**config.mk**
```make
export PLATFORM = sky130hd
export DESIGN_NAME = awgn_clt_gen
export DESIGN_NICKNAME = d
export VERILOG_FILES = /design/src/rtl/awgn_clt_gen.sv
export SDC_FILE = /design/constraint.sdc
export NUM_CORES = 1
export LEC_CHECK = 0
export ABC_AREA = 0
export BUFFER_PORTS_ARGS = -buffer_cell sky130_fd_sc_hd__buf_2
export CAP_MARGIN = 0
export CORE_MARGIN = 1
export CORE_UTILIZATION = 48
export CTS_BUF_LIST = sky130_fd_sc_hd__clkbuf_8
export CTS_CLUSTER_SIZE = 40
export DETAILED_ROUTE_END_ITERATION = 8
export GPL_TIMING_DRIVEN = 0
export PLACE_DENSITY = 0.63
export SYNTH_ARGS = -nofsm -noshare
export SYNTH_HDL_FRONTEND = slang
export SYNTH_SLANG_ARGS = --single-unit
```
**constraint.sdc**
```tcl
create_clock -name clk -period 14.7 [get_ports clk]
set_clock_uncertainty 0.15 [all_clocks]
set_input_delay 1.47 -clock clk [delete_from_list [all_inputs] [get_ports clk]]
set_output_delay 1.47 -clock clk [all_outputs]
set_load 0.01 [all_outputs]
```
**src/rtl/awgn_clt_gen.sv**
```systemverilog
// awgn_clt_gen: multi-channel central-limit AWGN source with a programmable gain, saturation and a valid/ready output.
// Optional macro SEED_LOAD_EN adds the seed_load/seed_in ports for run-time LFSR reseeding.
module awgn_clt_gen #(
  parameter int          NUM_CH    = 2,
  parameter int          OUT_W     = 16,
  parameter int          U_W       = 12,
  parameter int          NSUM      = 4,
  parameter int          GAIN_W    = 8,
  parameter int          GAIN_FRAC = 7,
  parameter logic [31:0] SEED      = 32'hACE1_2468
) (
  input  logic                    clk,
  input  logic                    reset,
  input  logic                    enable,
  input  logic [GAIN_W-1:0]       gain,
  output logic                    out_valid,
  input  logic                    out_ready,
  output logic [NUM_CH*OUT_W-1:0] noise_out,
  output logic [NUM_CH-1:0]       sat
`ifdef SEED_LOAD_EN
  ,
  input  logic                    seed_load,
  input  logic [31:0]             seed_in
`endif
);

  localparam int LOG_N  = $clog2(NSUM);
  localparam int CNT_W  = LOG_N;
  localparam int ACC_W  = U_W + LOG_N;
  localparam int PROD_W = ACC_W + GAIN_W + 1;
  localparam int EXT_W  = (PROD_W > OUT_W) ? PROD_W : OUT_W + 1;
  localparam logic [31:0] POLY = 32'h8020_0003;

  typedef enum logic [1:0] {IDLE, ACCUM, SCALE, HOLD} state_t;

  state_t                    r_state, w_next;
  logic                      w_start;
  logic                      w_seed_load;
  logic [31:0]               w_seed_base;
  logic [CNT_W-1:0]          r_cnt;
  logic [GAIN_W-1:0]         r_gain;
  logic [31:0]               r_lfsr [NUM_CH];
  logic signed [ACC_W-1:0]   r_acc  [NUM_CH];
  logic [NUM_CH*OUT_W-1:0]   r_noise;
  logic [NUM_CH-1:0]         r_sat;

  // A zero base is promoted to 1 before rotation, so every channel gets a distinct non-zero seed.
  function automatic logic [31:0] f_seed(input logic [31:0] base, input int c);
    logic [31:0] b;
    logic [31:0] r;
    int          k;
    b = (base == 32'd0) ? 32'd1 : base;
    k = c % 32;
    r = (b << k) | (b >> (32 - k));
    r = r ^ 32'(c);
    if (r == 32'd0) r = 32'd1;
    return r;
  endfunction

  function automatic logic [31:0] f_lfsr_step(input logic [31:0] x);
    return {1'b0, x[31:1]} ^ (x[0] ? POLY : 32'd0);
  endfunction

  // Top U_W bits with the MSB inverted: offset-binary to zero-mean two's complement.
  function automatic logic signed [ACC_W-1:0] f_uniform(input logic [31:0] x);
    logic signed [U_W-1:0] u;
    u = {~x[31], x[30 -: U_W-1]};
    return ACC_W'(u);
  endfunction

  // Returns {sat, value}: floor-scaled product clipped to the signed OUT_W range.
  function automatic logic [OUT_W:0] f_scale_sat(input logic signed [ACC_W-1:0] acc,
                                                 input logic [GAIN_W-1:0]      g);
    logic signed [PROD_W-1:0] prod;
    logic signed [EXT_W-1:0]  shr;
    prod = PROD_W'(acc) * PROD_W'($signed({1'b0, g}));
    shr  = EXT_W'(prod >>> GAIN_FRAC);
    if ((&shr[EXT_W-1:OUT_W-1]) || !(|shr[EXT_W-1:OUT_W-1]))
      return {1'b0, shr[OUT_W-1:0]};
    else if (shr[EXT_W-1])
      return {1'b1, 1'b1, {(OUT_W-1){1'b0}}};
    else
      return {1'b1, 1'b0, {(OUT_W-1){1'b1}}};
  endfunction

`ifdef SEED_LOAD_EN
  assign w_seed_load = seed_load;
  assign w_seed_base = seed_in;
`else
  assign w_seed_load = 1'b0;
  assign w_seed_base = SEED;
`endif

  always_ff @(posedge clk) begin
    if (reset) r_state <= IDLE;
    else       r_state <= w_next;
  end

  always_comb begin
    w_next  = r_state;
    w_start = 1'b0;
    case (r_state)
      IDLE: begin
        if (enable) begin
          w_start = 1'b1;
          w_next  = ACCUM;
        end
      end
      ACCUM: begin
        if (r_cnt == CNT_W'(NSUM-1)) w_next = SCALE;
      end
      SCALE: w_next = HOLD;
      HOLD: begin
        if (out_ready) begin
          if (enable) begin
            w_start = 1'b1;
            w_next  = ACCUM;
          end else begin
            w_next = IDLE;
          end
        end
      end
      default: w_next = IDLE;
    endcase
    if (w_seed_load) begin
      w_start = 1'b0;
      w_next  = IDLE;
    end
  end

  always_ff @(posedge clk) begin
    if (reset) begin
      r_cnt   <= '0;
      r_noise <= '0;
      r_sat   <= '0;
      for (int c = 0; c < NUM_CH; c++) begin
        r_lfsr[c] <= f_seed(SEED, c);
        r_acc[c]  <= '0;
      end
    end else if (w_seed_load) begin
      r_cnt <= '0;
      for (int c = 0; c < NUM_CH; c++) begin
        r_lfsr[c] <= f_seed(w_seed_base, c);
        r_acc[c]  <= '0;
      end
    end else begin
      if (w_start) begin
        r_gain <= gain;
        r_cnt  <= '0;
        for (int c = 0; c < NUM_CH; c++) r_acc[c] <= '0;
      end
      // ACCUM: one uniform per channel per cycle, LFSRs advance only here
      if (r_state == ACCUM) begin
        r_cnt <= r_cnt + 1'b1;
        for (int c = 0; c < NUM_CH; c++) begin
          r_acc[c]  <= r_acc[c] + f_uniform(r_lfsr[c]);
          r_lfsr[c] <= f_lfsr_step(r_lfsr[c]);
        end
      end
      // SCALE: gain, floor shift and clip into the output register
      if (r_state == SCALE) begin
        for (int c = 0; c < NUM_CH; c++)
          {r_sat[c], r_noise[c*OUT_W +: OUT_W]} <= f_scale_sat(r_acc[c], r_gain);
      end
    end
  end

  assign out_valid = (r_state == HOLD);
  assign noise_out = r_noise;
  assign sat       = r_sat;

endmodule
```
# Yosys cells after proc, flatten, opt, wreduce, memory -nomap -nowiden
# Memory sizes are Yosys's and may differ from the RTL's.
# Index checks and enable logic that the tools add are counted.
# Widths: inputs -> output; s select.
# totals
input_bits	12
ff_bits	44
elab_cells	59
ramBits	92
out_inout_bits	35
mem_count	2
# op_classes
mux	26
n_bitwise	11
reduce_logical	4
multipliers	2
addsub	3
n_eq_ne	7
# memory_table
memory	words	width	read_ports	rd_ports_with_merged_regs	wr	line_no	source
r_lfsr	2	32	2	0	2	42	logic [31:0] r_lfsr [NUM_CH];
r_acc	2	14	2	0	2	43	logic signed [ACC_W-1:0] r_acc [NUM_CH];
# ops
operator	n
$mux 32	4
$xor 31x32->32	2
$mux 14	4
$mul 14x9->23	2
$add 14x12->14	2
$mux 1	11
$mux 2	5
$pmux 2 s4	1
$eq 2x2->1 const B	3
$or 1x1->1	6
$ne 2x2->1 const B	2
$not 1->1	3
$reduce_and 3->1	1
$add 2x1->2 const B	1
$eq 2x1->1 const B	1
$logic_not 2->1	1
$ne 2x1->1 const B	1
$pmux 1 s2	1
$reduce_and 2->1	1
$reduce_bool 2->1	1

# Depth between registers and ports, before layout
# logic_depth
depth_word	8
mapped_depth	19
mapped_depth_nobuf	18

# Worst setup path after synthesis
# OpenSTA, ideal clock, no wires.
# synth_timing
path_kind	register -> register
start	register r_gain[3]
end	register r_noise[9], in the netlist noise_out[9]
required_time_ns	14.416
slack_ns	9.460
n_path_buf	2
setup_time_ns	0.134
stages_incl_launch_ff	20
t_arrival_ns	4.956
period_less_slack_ns	5.240
path_cell_list	edfxtp_1 > clkbuf_1 > clkbuf_1 > nand2_1 > fa_1 > fa_1 > inv_1 > fa_1 > inv_1 > fa_1 > inv_1 > ha_1 > nor4_2 > o21ai_1 > a41oi_2 > o21ai_2 > a31o_4 > a31o_1 > nor4b_1 > or4_1
# synth_via
elab_chain_len	1
# synth_lines
item	line_no	source
from (decl)	41	logic [GAIN_W-1:0] r_gain;
from (signal assigned)	148	r_gain <= gain;
$mul 14x9->23	76	prod = PROD_W'(acc) * PROD_W'($signed({1'b0, g}));
to (signal, indexed assignment)	163	{r_sat[c], r_noise[c*OUT_W +: OUT_W]} <= f_scale_sat(r_acc[c], r_gain);
to (decl)	44	logic [NUM_CH*OUT_W-1:0] r_noise;
# No other way between the ends.
# A chain may end at the register's enable or synchronous reset.

# Worst setup path in the final report
# layout_timing
start	register r_gain[5]
end	register r_noise[31], in the netlist noise_out[31]
# Same word-level chain as after synthesis.

==> metrics.txt <==
initial antenna violation count=1; Critical Path Sink Type=flop; hpwl dp=23,790 µm; Avg Inst Size Synth=9.681 µm²; startpoint type of the worst setup path=flop; placed instance area=14,610 µm²; sequential area share after synthesis=26.76%; count of input and output buffers=44; via density per instance=5.086; antenna violation net count after detailed routing=0; Max Clk Rate=155.0 MHz; clock latency on the worst-skew pair=0.47 ns; unrepaired setup endpoints after global routing=no; Top delay family on crit path=adder cells; fin worst setup slack=8.249 ns; vias after detailed routing=9,628; library cell appearing most often on the critical path=sky130_fd_sc_hd__fa_1; filler cell count=2,555; part of the cycle the worst path needs=43.88%; Clock Tree Root=sky130_fd_sc_hd__clkbuf_8; CTS tree=done; Layout Nets=1,809; result of the run=complete, no violations; Rel. slew slack=19.06%; Top Ports=47; router iterations before antenna repair=5; wire length of the first global-routing pass=50,500 µm; count of H-tree levels built during CTS=4; async set-or-reset flop fraction in the synthesized netlist=0%; number of enable-type register cells in the synthesized netlist=100; CTS Sinks=136; maximum buffer depth of the clock tree=2; most used standard cell by instance count after synthesis=sky130_fd_sc_hd__inv_1; GRT Overall Usage=22.62%; fraction of final layout cells sized beyond drive strength 1=6.209%; Final Hold Viols=0; horizontal die dimension=172.2 µm; clock transition at the registers of the reported paths=0.10 ns; most common flop cell mapped by yosys=sky130_fd_sc_hd__edfxtp_1; standard-cell rows=61; Reg area=3724 µm²; die area=29,670 µm²; Syn Inst Count=1,437; Req. time, crit path=14.92 ns; Yosys reg bits=136; critical path fanouts, max=11; cell breakdown of the critical path=clkbuf_1, clkbuf_1, and2_1, fa_1, fa_1, fa_1, inv_1, fa_1, inv_1, ha_1, o2111ai_1, o21ai_0, a2111oi_2, o31ai_1, a21oi_1, xnor2_1, a211oi_1; DRC violation count after routing=0; number of resized instances in the post-cts repair step=0; most common library cells after synthesis=297 x sky130_fd_sc_hd__inv_1, 180 x sky130_fd_sc_hd__fa_1, 157 x sky130_fd_sc_hd__nand2_1; finished layout cell area=14,990 µm²; final cell utilization of the core=53.21%; Critical Path AT=6.67 ns; Area contributors post-synth=sky130_fd_sc_hd__fa_1 26%, sky130_fd_sc_hd__edfxtp_1 22%, sky130_fd_sc_hd__ha_1 10%, sky130_fd_sc_hd__inv_1 8.0%, sky130_fd_sc_hd__and2_1 5.7%; Area Growth Syn to Fin=7.726%; post-DR wirelength/cell=16.38 µm; final total negative setup slack=0 ns; vias in the first global route=9,694; total CTS buffers=17; 1st-iter DRT viols=599; total of max-cap violations=0; buffers inserted by post-CTS timing repair=0; Post-Place Setup Slack=8.225 ns; total gr overflow=0; Total Routed Length=31,010 µm; vertical die dimension=172.2 µm; count of pins over their slew limit=0; combined buffer and inverter count along the critical path=4; post-synth top area share=25.90%; Unique masters post-synth=65; crit-path max cell delay=0.69 ns; Worst Tran Pin Value=1.213 ns; crit path max-delay cell type=sky130_fd_sc_hd__clkbuf_1; global placer's final weighted congestion=0.8374; warnings from Yosys=0; Worst Setup Path Type=reg2reg; classification of the worst-slack hold path=reg2reg; effective utilization at floorplan=49.40%; final setup violation count=0; library cell with the largest summed area after synthesis=sky130_fd_sc_hd__fa_1; Multi-input gate area=8899 µm²; post-synthesis cell area=13,910 µm²; core region area=28,160 µm²; post-route minimum period=6.451 ns; largest net degree at the start of global routing=66; Post-CTS Hold Fix Bufs=0
## cells by family after synthesis
family	after synthesis	share of synthesized area, %
muxes	19	1.367
other	1	0.02695
AOI/OAI and AO/OA	133	6.493
adders and majority gates	296	36.33
xor gates and xnor gates	54	3.400
buffers and inverters	344	9.362
and+or+nand+nor	454	16.25
DFF	136	26.76
## path summary, 6_finish.rpt
check / start / cells after the start / endpoint / slack (ns)
hold / removal: noise_out[24]$_SDFFE_PP0N_ / 2 / noise_out[24]$_SDFFE_PP0N_ / 0.33
hold reg to reg: noise_out[24]$_SDFFE_PP0N_ / 2 / noise_out[24]$_SDFFE_PP0N_ / 0.33
setup / recovery: r_gain[5]$_DFFE_PP_ / 17 / noise_out[31]$_SDFFE_PP0N_ / 8.25
setup reg to reg: r_gain[5]$_DFFE_PP_ / 17 / noise_out[31]$_SDFFE_PP0N_ / 8.25
## worst min-delay path, stage by stage, from the launching register on
cell                      delay [ns]
sky130_fd_sc_hd__dfxtp_1        0.32
sky130_fd_sc_hd__nand2_1        0.06
sky130_fd_sc_hd__o21ai_0        0.06
## sequential cells by signal, indices dropped and copies added (netlist names)
register,count
r_cnt,2
r_acc,28
r_gain,8
noise_out,32
r_state,2
r_lfsr,64
## layout by cell type (no fill, tap or decap), types with 3 or more instances in the layout
master and n:
sky130_fd_sc_hd__a211oi_1 9, sky130_fd_sc_hd__a21boi_0 4, sky130_fd_sc_hd__a21o_1 14, sky130_fd_sc_hd__a21oi_1 29
sky130_fd_sc_hd__a31oi_1 7, sky130_fd_sc_hd__and2_1 127, sky130_fd_sc_hd__buf_2 46, sky130_fd_sc_hd__clkbuf_1 40
sky130_fd_sc_hd__clkbuf_8 17, sky130_fd_sc_hd__clkinvlp_4 3, sky130_fd_sc_hd__dfxtp_1 36, sky130_fd_sc_hd__edfxtp_1 100
sky130_fd_sc_hd__fa_1 180, sky130_fd_sc_hd__ha_1 116, sky130_fd_sc_hd__inv_1 298, sky130_fd_sc_hd__inv_6 5
sky130_fd_sc_hd__inv_8 4, sky130_fd_sc_hd__mux2i_1 19, sky130_fd_sc_hd__nand2_1 157, sky130_fd_sc_hd__nand2b_1 29
sky130_fd_sc_hd__nand3_1 6, sky130_fd_sc_hd__nand4_1 5, sky130_fd_sc_hd__nand4b_1 3, sky130_fd_sc_hd__nor2_1 74
sky130_fd_sc_hd__nor2b_1 7, sky130_fd_sc_hd__nor3_1 22, sky130_fd_sc_hd__nor3b_1 3, sky130_fd_sc_hd__o211ai_1 4
sky130_fd_sc_hd__o21a_1 6, sky130_fd_sc_hd__o21ai_0 26, sky130_fd_sc_hd__o21bai_1 5, sky130_fd_sc_hd__o31ai_1 3
sky130_fd_sc_hd__or2_2 4, sky130_fd_sc_hd__or3_1 4, sky130_fd_sc_hd__xnor2_1 31, sky130_fd_sc_hd__xor2_1 23
## per-stage QoR
step	std cells	hold slack, ns
2_1_floorplan	1438	0.2980
4_1_cts	1892	0.3312
3_5_place_dp	1860	0.3171
5_1_grt	1892	0.3466
3_3_place_gp	1860	0.3094
6_report	1893	0.3288
## layer usage
layer  GRT usage, %  wire [µm]
met5              0          0
met4          6.426        451
met3          3.021       1515
met2          36.12      13840
met1          32.22      15210
## final cells by class
cell class / count / area share [%]
sequential: 136 / 24.85
antenna: 1 / 0.01670
clock buffer: 17 / 1.561
clock inverter: 15 / 0.8850
inverter: 297 / 7.439
buffer: 47 / 1.252
multi-input combinational: 958 / 59.38
timing repair buffer: 44 / 1.469
tap: 378 / 3.156
Power is left out: the tool's default activity adds up to more than one toggle a clock period on the data nets, which glitch-free logic cannot reach.
